## config.mk

```make
export PLATFORM = sky130hd
export DESIGN_NAME = moore_pattern_detector
export DESIGN_NICKNAME = d
export VERILOG_FILES = /design/src/rtl/moore_pd_pkg.sv /design/src/rtl/moore_pd_counter.sv /design/src/rtl/moore_pattern_detector.sv
export SDC_FILE = /design/constraint.sdc
export NUM_CORES = 1
export LEC_CHECK = 0
export ABC_AREA = 0
export CORE_MARGIN = 10
export CORE_UTILIZATION = 45
export CTS_BUF_LIST = sky130_fd_sc_hd__clkbuf_16
export DETAILED_ROUTE_END_ITERATION = 8
export PLACE_DENSITY_LB_ADDON = 0.2
export SLEW_MARGIN = 10
export SYNTH_ARGS = -nofsm -noshare
export SYNTH_HDL_FRONTEND = slang
export SYNTH_SLANG_ARGS = --single-unit
```

## constraint.sdc

```tcl
create_clock -name clk -period 1.6 [get_ports clk]
set_input_delay 0.16 -clock clk [delete_from_list [all_inputs] [get_ports clk]]
set_output_delay 0.16 -clock clk [all_outputs]
set_load 0.005 [all_outputs]
```

## src/rtl/moore_pd_pkg.sv

```systemverilog
// moore_pd_pkg: shared defaults and the combinational prefix search used as the
// next-state function of moore_pattern_detector.
package moore_pd_pkg;
  localparam int PAT_W_DEF = 4;
  localparam int CNT_W_DEF = 8;
  localparam int MAX_W = 16;
  localparam logic [MAX_W-1:0] PAT_RST_DEF = 16'b1011;
  // Largest j <= min(k+1, pat_w) whose last j bits of {history,in} equal the top j pattern bits
  function automatic logic [4:0] prefix_len(input logic [MAX_W-1:0] history, input logic in,
                                            input logic [MAX_W-1:0] pattern, input int k,
                                            input int pat_w);
    logic [MAX_W:0] h;
    logic hit;
    int lim;
    prefix_len = '0;
    h = {history, in};
    lim = (k + 1 > pat_w) ? pat_w : k + 1;
    for (int j = 1; j <= MAX_W; j++) begin
      hit = j <= lim;
      for (int i = 0; i < MAX_W; i++)
        if (i < j && h[5'(i)] != pattern[4'(pat_w - j + i)]) hit = 1'b0;
      if (hit) prefix_len = 5'(j);
    end
  endfunction
endpackage

```

## src/rtl/moore_pd_counter.sv

```systemverilog
// moore_pd_counter: saturating match counter; a clear coinciding with an increment yields 1.
module moore_pd_counter #(
  parameter int CNT_W = 8
) (
  input  logic             clk,
  input  logic             reset_n,
  input  logic             inc,
  input  logic             clr,
  output logic [CNT_W-1:0] cnt
);
  always_ff @(posedge clk or negedge reset_n)
    if (!reset_n) cnt <= '0;
    else if (clr) cnt <= CNT_W'(inc);
    else if (inc && cnt != '1) cnt <= cnt + CNT_W'(1);
endmodule

```

## src/rtl/moore_pattern_detector.sv

```systemverilog
// moore_pattern_detector: programmable Moore serial pattern detector with overlap control.
// Define MOORE_PD_MATCH_CNT_EN to build the saturating match counter; otherwise match_cnt is 0.
module moore_pattern_detector
  import moore_pd_pkg::*;
#(
  parameter int               PAT_W   = PAT_W_DEF,
  parameter logic [PAT_W-1:0] PAT_RST = PAT_W'(PAT_RST_DEF),
  parameter int               CNT_W   = CNT_W_DEF,
  localparam int              ST_W    = $clog2(PAT_W + 1)
) (
  input  logic             clk,
  input  logic             reset_n,
  input  logic             load,
  input  logic [PAT_W-1:0] pattern_i,
  input  logic             overlap,
  input  logic             in_valid,
  input  logic             in,
  input  logic             cnt_clear,
  output logic             match,
  output logic [ST_W-1:0]  state_o,
  output logic [CNT_W-1:0] match_cnt
);
  localparam logic [ST_W-1:0] S_MATCH = ST_W'(PAT_W);
  logic [PAT_W-1:0] pat, hist, hist_nxt;
  logic [ST_W-1:0]  state, state_nxt;
  logic             fresh;
  always_ff @(posedge clk or negedge reset_n)
    if (!reset_n) begin
      state <= '0;
      hist  <= '0;
      pat   <= PAT_RST;
      match <= 1'b0;
    end else begin
      state <= state_nxt;
      hist  <= hist_nxt;
      match <= state_nxt == S_MATCH;
      if (load) pat <= pattern_i;
    end
  // Non-overlapping mode restarts the search from scratch once a match has been reported
  always_comb begin
    fresh = state == S_MATCH && !overlap;
    state_nxt = load ? '0 : !in_valid ? state : fresh ? ST_W'(in == pat[PAT_W-1]) :
                ST_W'(prefix_len(MAX_W'(hist), in, MAX_W'(pat), int'(state), PAT_W));
    hist_nxt = load ? '0 : !in_valid ? hist : fresh ? PAT_W'(in) : {hist[PAT_W-2:0], in};
  end
  assign state_o = state;
`ifdef MOORE_PD_MATCH_CNT_EN
  logic inc;
  assign inc = state_nxt == S_MATCH && !(state == S_MATCH && !in_valid);
  moore_pd_counter #(.CNT_W(CNT_W)) u_cnt (
    .clk    (clk),
    .reset_n(reset_n),
    .inc    (inc),
    .clr    (cnt_clear),
    .cnt    (match_cnt)
  );
`else
  logic unused_cnt_clear;
  assign unused_cnt_clear = cnt_clear;
  assign match_cnt = '0;
`endif
endmodule

```

Word level (Yosys, flattened, before mapping)
Cells that the tools add are included.
{"block": "classes", "add_sub_neg": 1, "n_lt_le_gt_ge": 17, "n_eq_ne": 23, "muxes": 91, "reduce_logical": 3}
{"operator": "$mux 1", "n": 69}
{"operator": "$mux 3", "n": 17}
{"operator": "$gt 32x4->1 const B", "n": 1}
{"operator": "$le 4x4->1 const A", "n": 8}
{"operator": "$ne 1x1->1", "n": 20}
{"operator": "$le 3x4->1 const A", "n": 4}
{"operator": "$mux 4", "n": 4}
{"operator": "$le 2x4->1 const A", "n": 2}
{"operator": "$eq 3x3->1 const B", "n": 2}
{"operator": "$le 5x4->1 const A", "n": 1}
{"operator": "$add 3x1->4 const B", "n": 1}
{"operator": "$le 1x4->1 const A", "n": 1}
{"operator": "$mux 2", "n": 1}
{"operator": "$reduce_bool 2->1", "n": 1}
{"operator": "$eq 1x1->1", "n": 1}
{"operator": "$logic_and 1x1->1", "n": 1}
{"operator": "$logic_not 1->1", "n": 1}
{"block": "totals", "register_bits": 12, "inputBits": 11, "out_inout_bits": 12, "word_cells": 139}

Longest topological paths before layout
{"block": "logic_depth", "word_depth": 25, "ltp_mapped": 8, "depth_no_buf": 8}

Least setup slack after synthesis
No wires, ideal clock.
{"block": "synth_timing", "path_kind": "register to register", "startpoint": "register state[0], in the netlist state_o[0]", "endpoint": "register match", "arrival_time_ns": 1.725, "setup_slack_ns": -0.220, "path_stages_with_launch": 9, "path_buffers": 0, "period_less_slack_ns": 1.820, "path_cell_list": "dfrtp_1 -> inv_1 -> ha_1 -> nand2b_1 -> o31ai_1 -> a311oi_1 -> o21ai_0 -> a22oi_2 -> a311oi_2"}
{"block": "synth_via", "elab_chain_len": 25, "elab_cells_between_ends": 109}
{"item": "from (decl)", "line": "moore_pattern_detector.sv:25", "rtl": "logic [ST_W-1:0] state, state_nxt;"}
{"item": "from (signal assigned)", "line": "moore_pattern_detector.sv:34", "rtl": "state <= state_nxt;"}
{"item": "$add 3x1->4", "line": "moore_pd_pkg.sv:17", "rtl": "lim = (k + 1 > pat_w) ? pat_w : k + 1;"}
{"item": "$gt 32x4->1", "line": "moore_pd_pkg.sv:17"}
{"item": "$mux 4", "line": "moore_pd_pkg.sv:17"}
{"item": "$le 1x4->1, or another cell as far along", "line": "moore_pd_pkg.sv:19", "rtl": "hit = j <= lim;"}
{"item": "$mux 1", "line": "moore_pd_pkg.sv:21", "rtl": "if (i < j && h[5'(i)] != pattern[4'(pat_w - j + i)]) hit = 1'b0;"}
{"item": "$mux 1 (on tied branches)", "line": "moore_pd_pkg.sv:22, moore_pd_pkg.sv:21"}
{"item": "$mux 2 / $mux 1 (equally long branches)", "line": "moore_pd_pkg.sv:22, moore_pd_pkg.sv:21"}
{"item": "$mux 3 / $mux 1 (equally long branches)", "line": "moore_pd_pkg.sv:22, moore_pd_pkg.sv:21"}
{"item": "$mux 3 (13 in a row)", "line": "moore_pd_pkg.sv:22", "rtl": "if (hit) prefix_len = 5'(j);"}
{"item": "$mux 3", "line": "moore_pattern_detector.sv:42", "rtl": "state_nxt = load ? '0 : !in_valid ? state : fresh ? ST_W'(in == pat[PAT_W-1]) :"}
{"item": "$mux 3 * (2 in a row)", "line": "moore_pattern_detector.sv:42"}
{"item": "via state_nxt[0]", "line": "moore_pattern_detector.sv:25"}
{"item": "$eq 3x3->1 *", "line": "moore_pattern_detector.sv:36", "rtl": "match <= state_nxt == S_MATCH;"}
{"item": "to (signal assigned)", "line": "moore_pattern_detector.sv:32", "rtl": "match <= 1'b0;"}
{"item": "to (signal assigned)", "line": "moore_pattern_detector.sv:36"}
{"item": "to (decl)", "line": "moore_pattern_detector.sv:19", "rtl": "output logic match,"}
Mark *: on every way through the listed nets, which the timed path passes. The rest lies on a longest branch.
A chain may end at the register's enable or synchronous reset.

Worst setup path after layout
{"block": "layout_timing", "startpoint": "register pat[1]", "endpoint": "register match"}
{"block": "layout_via", "elab_chain_len": 22, "elab_cells_between_ends": 65}
{"item": "from (decl)", "line": "moore_pattern_detector.sv:24", "rtl": "logic [PAT_W-1:0] pat, hist, hist_nxt;"}
{"item": "from (signal assigned)", "line": "moore_pattern_detector.sv:37", "rtl": "if (load) pat <= pattern_i;"}
{"item": "$ne 1x1->1", "line": "moore_pd_pkg.sv:21"}
{"item": "$mux 1 (3 in a row)", "line": "moore_pd_pkg.sv:21"}
{"item": "$mux 3 (13 in a row)", "line": "moore_pd_pkg.sv:22"}
{"item": "$mux 3 *", "line": "moore_pd_pkg.sv:22"}
{"item": "$mux 3 * (3 in a row)", "line": "moore_pattern_detector.sv:42"}
{"item": "via state_nxt[1]", "line": "moore_pattern_detector.sv:25"}
{"item": "$eq 3x3->1 *", "line": "moore_pattern_detector.sv:36"}
Marked as above.

==> flow_summary.json <==
{
  "vias": 972,
  "synth-seq-cells": 12,
  "worst_slack_ps": -248,
  "power_switching_uw": 302,
  "status": "complete, but fails checks",
  "p_comb_share_pct": 25.7,
  "post_drt_wl_per_cell_um": 16.0,
  "synthTopCellsByArea": "dfrtp_1 21%, xor2_1 12%, dfstp_2 7.4%, buf_4 6.3%, mux2_2 4.2%",
  "clk_latency_ps": 240,
  "min_period_ps": 1850,
  "synth_xor_area_share_pct": 15.6,
  "tns_ps": -707,
  "violations": "setup timing",
  "final_antenna_net_count": 0,
  "synth_adder_area_share_pct": 3.53,
  "die-area_um2": 4710,
  "initialDrtViolationCount": 35,
  "hold_viol": 0,
  "grt_overflow_total": 0,
  "yosysWarnings": 0,
  "synth-compound-area-share_pct": 14.7,
  "grt_pass1_wl_um": 4340,
  "routed_wl_um": 2920,
  "synthArstFlopShare_pct": 100,
  "hold_class": "input pin to asynchronous set/reset pin",
  "cp_num_buf_inv": 0,
  "avgSynthCellArea_um2": 8.95,
  "post-route-period-util_pct": 116,
  "path_clk_slew_ps": 50,
  "cp_max_fo": 4,
  "initial_utilization_pct": 47.7,
  "maxCapViolations": 0,
  "synth_seq_area_share_pct": 28.6,
  "fin_worst_skew_ps": 2.57,
  "max_stage_delay_ps": 580,
  "portBuffers": 13,
  "dieWidth_um": 68.6,
  "gr-usage-all-layers_pct": 12.0,
  "synth_top_family_by_area": "simple AND/OR/NAND/NOR gates",
  "slew_viol_final": 0,
  "numCtsBuffers": 3,
  "dp.cells": 173,
  "grt_start_max_net_pins": 13,
  "clockBufferDepth": 2,
  "path_cells": "xnor2_1 > nand4_1 > nor3_4 > o21a_1 > o211ai_1 > a311oi_2",
  "clock-root-buffer": "clkbuf_16",
  "p_int_uw": 818,
  "clockPowerShare_pct": 42.1,
  "antenna_found_initial": 0,
  "synth_edf_count": 0,
  "firstDrtPassIters": 6,
  "cts_tree": "yes",
  "worst_pin_slew_ps": 559,
  "drc_errors": 0,
  "fillers": 161,
  "pre_cts_ws_ps": -240,
  "grt_pass1_vias": 952,
  "worst_setup_path_start_kind": "register",
  "rsz0062_at_grt": "yes",
  "vias_per_cell": 5.31,
  "cp.required_ps": 1750,
  "yosysTopAreaCellShare_pct": 21.2,
  "core_um2": 2230,
  "syn-instance-count": 119,
  "clock.fmax_mhz": 541,
  "seqPwrFrac_pct": 32.1,
  "hold_ws_ps": 279,
  "synthTopCellsByCount": "14 x xor2_1, 9 x buf_4, 9 x dfrtp_1",
  "cp-end-kind": "register",
  "synth.distinct_cells": 38,
  "synth_area_leader_cell": "dfrtp_1",
  "hold_buffers": 0,
  "syn_to_final_growth_pct": 49.5,
  "fp.dieH_um": 68.6,
  "fin_nets": 170,
  "p_per_area_nw_per_um2": 704,
  "synthMuxAreaShare_pct": 5.17,
  "dp_hpwl_um": 2000,
  "synthSimpleGateAreaFrac_pct": 18.3,
  "synth_ff_type": "dfrtp_1",
  "rows": 17,
  "final_cells": 183,
  "setup_viol": 4,
  "synth.most_common_cell": "xor2_1",
  "fin_util_pct": 71.3,
  "arrival_ps": 2000,
  "clock-sinks": 12,
  "antenna_cells": 0,
  "path_class": "register to register",
  "globalplace.congestion": 0.888,
  "drive_gt1_share_pct": 44.5,
  "irDropWorstVdd_mv": 0.654,
  "synth_area_um2": 1060,
  "critical_path.top_delay_family": "flip-flops",
  "power.leakage_nw": 0.679,
  "relSlewSlack_pct": 62.6,
  "rrSetupSlack_ps": -250,
  "htree_num_levels": 1,
  "io_pins": 23,
  "sw_frac_of_total_pct": 27.0,
  "slowest_stage": "dfstp_2"
}
power by group through the flow:
| stage | clock [mW] | combinational (mW) | sequential (mW) |
|---|---|---|---|
| floorplan | 0 | 0.171 | 0.338 |
| global placement | 0 | 0.207 | 0.362 |
| detailed placement | 0 | 0.213 | 0.363 |
| CTS | 0.473 | 0.238 | 0.361 |
| global route | 0.486 | 0.311 | 0.362 |
| finish | 0.472 | 0.288 | 0.360 |
state kept, by name, summed over array words and instances (netlist names):
signal	count
hist	4
pat	4
state_o	3
match	1
layer usage:
metal	GRT usage, %	share of wire (%)
met1	14.4	42
met2	20.4	51
met3	2.09	5.3
met4	5.28	1.5
met5	0	0
cells in the final DEF (no fill, tap or decap), drive strengths merged, types with 2 or more instances in the layout:
cell / instances
ha: 3
nor2: 6
buf: 31
clkbuf: 3
inv: 3
nor3: 2
o21ai: 3
clkdlybuf4s50: 13
mux2: 4
xor2: 14
o211ai: 2
a311oi: 2
conb: 8
xnor2: 5
nand3b: 2
dfrtp: 9
dfstp: 3
nand3: 4
a21oi: 7
nand2: 8
nor4: 3
nand2b: 6
path summary, 6_finish.rpt:
| check | startpoint | to | cells past startpoint |
|---|---|---|---|
| worst max-delay path | pat[1] | match | 6 |
| worst min-delay path | reset_n | match | 1 |
| worst max register to register | pat[1] | match | 6 |
| worst min register to register | pat[2] | pat[2] | 1 |
| max in group asynchronous | reset_n | pat[2] | 1 |
| min in group clk | pattern_i[3] | pat[3] | 2 |
through the flow:
stage               power (mW)  area, µm²
finish                    1.12       1590
global route              1.16       1590
CTS                       1.07       1490
detailed placement       0.576       1340
global placement         0.569       1340
floorplan                0.508       1120
layout make-up:
| class | count | area (µm²) | area share [%] |
|---|---|---|---|
| clock buffer | 3 | 75.1 | 4.72 |
| clock inverter | 1 | 3.75 | 0.236 |
| multi-input combinational | 92 | 778 | 48.9 |
| inverter | 3 | 11.3 | 0.708 |
| sequential | 12 | 309 | 19.4 |
| tap | 28 | 35.0 | 2.20 |
| timing repair buffer | 44 | 379 | 23.8 |
logic make-up after synthesis:
family          after synthesis
other cells                   1
simple gates                 35
buf+inv                      22
mux                           5
xor+xnor                     19
flops                        12
compound gates               22
fa+ha+maj                     3
timing repair:
action / CTS / global route
setup endpoints to repair: 4 / 5
buffers inserted: 3 / 3
resized for setup: 11 / 12
pin swaps: 4 / 13
Note: power is estimated with default switching activity, not from simulation.
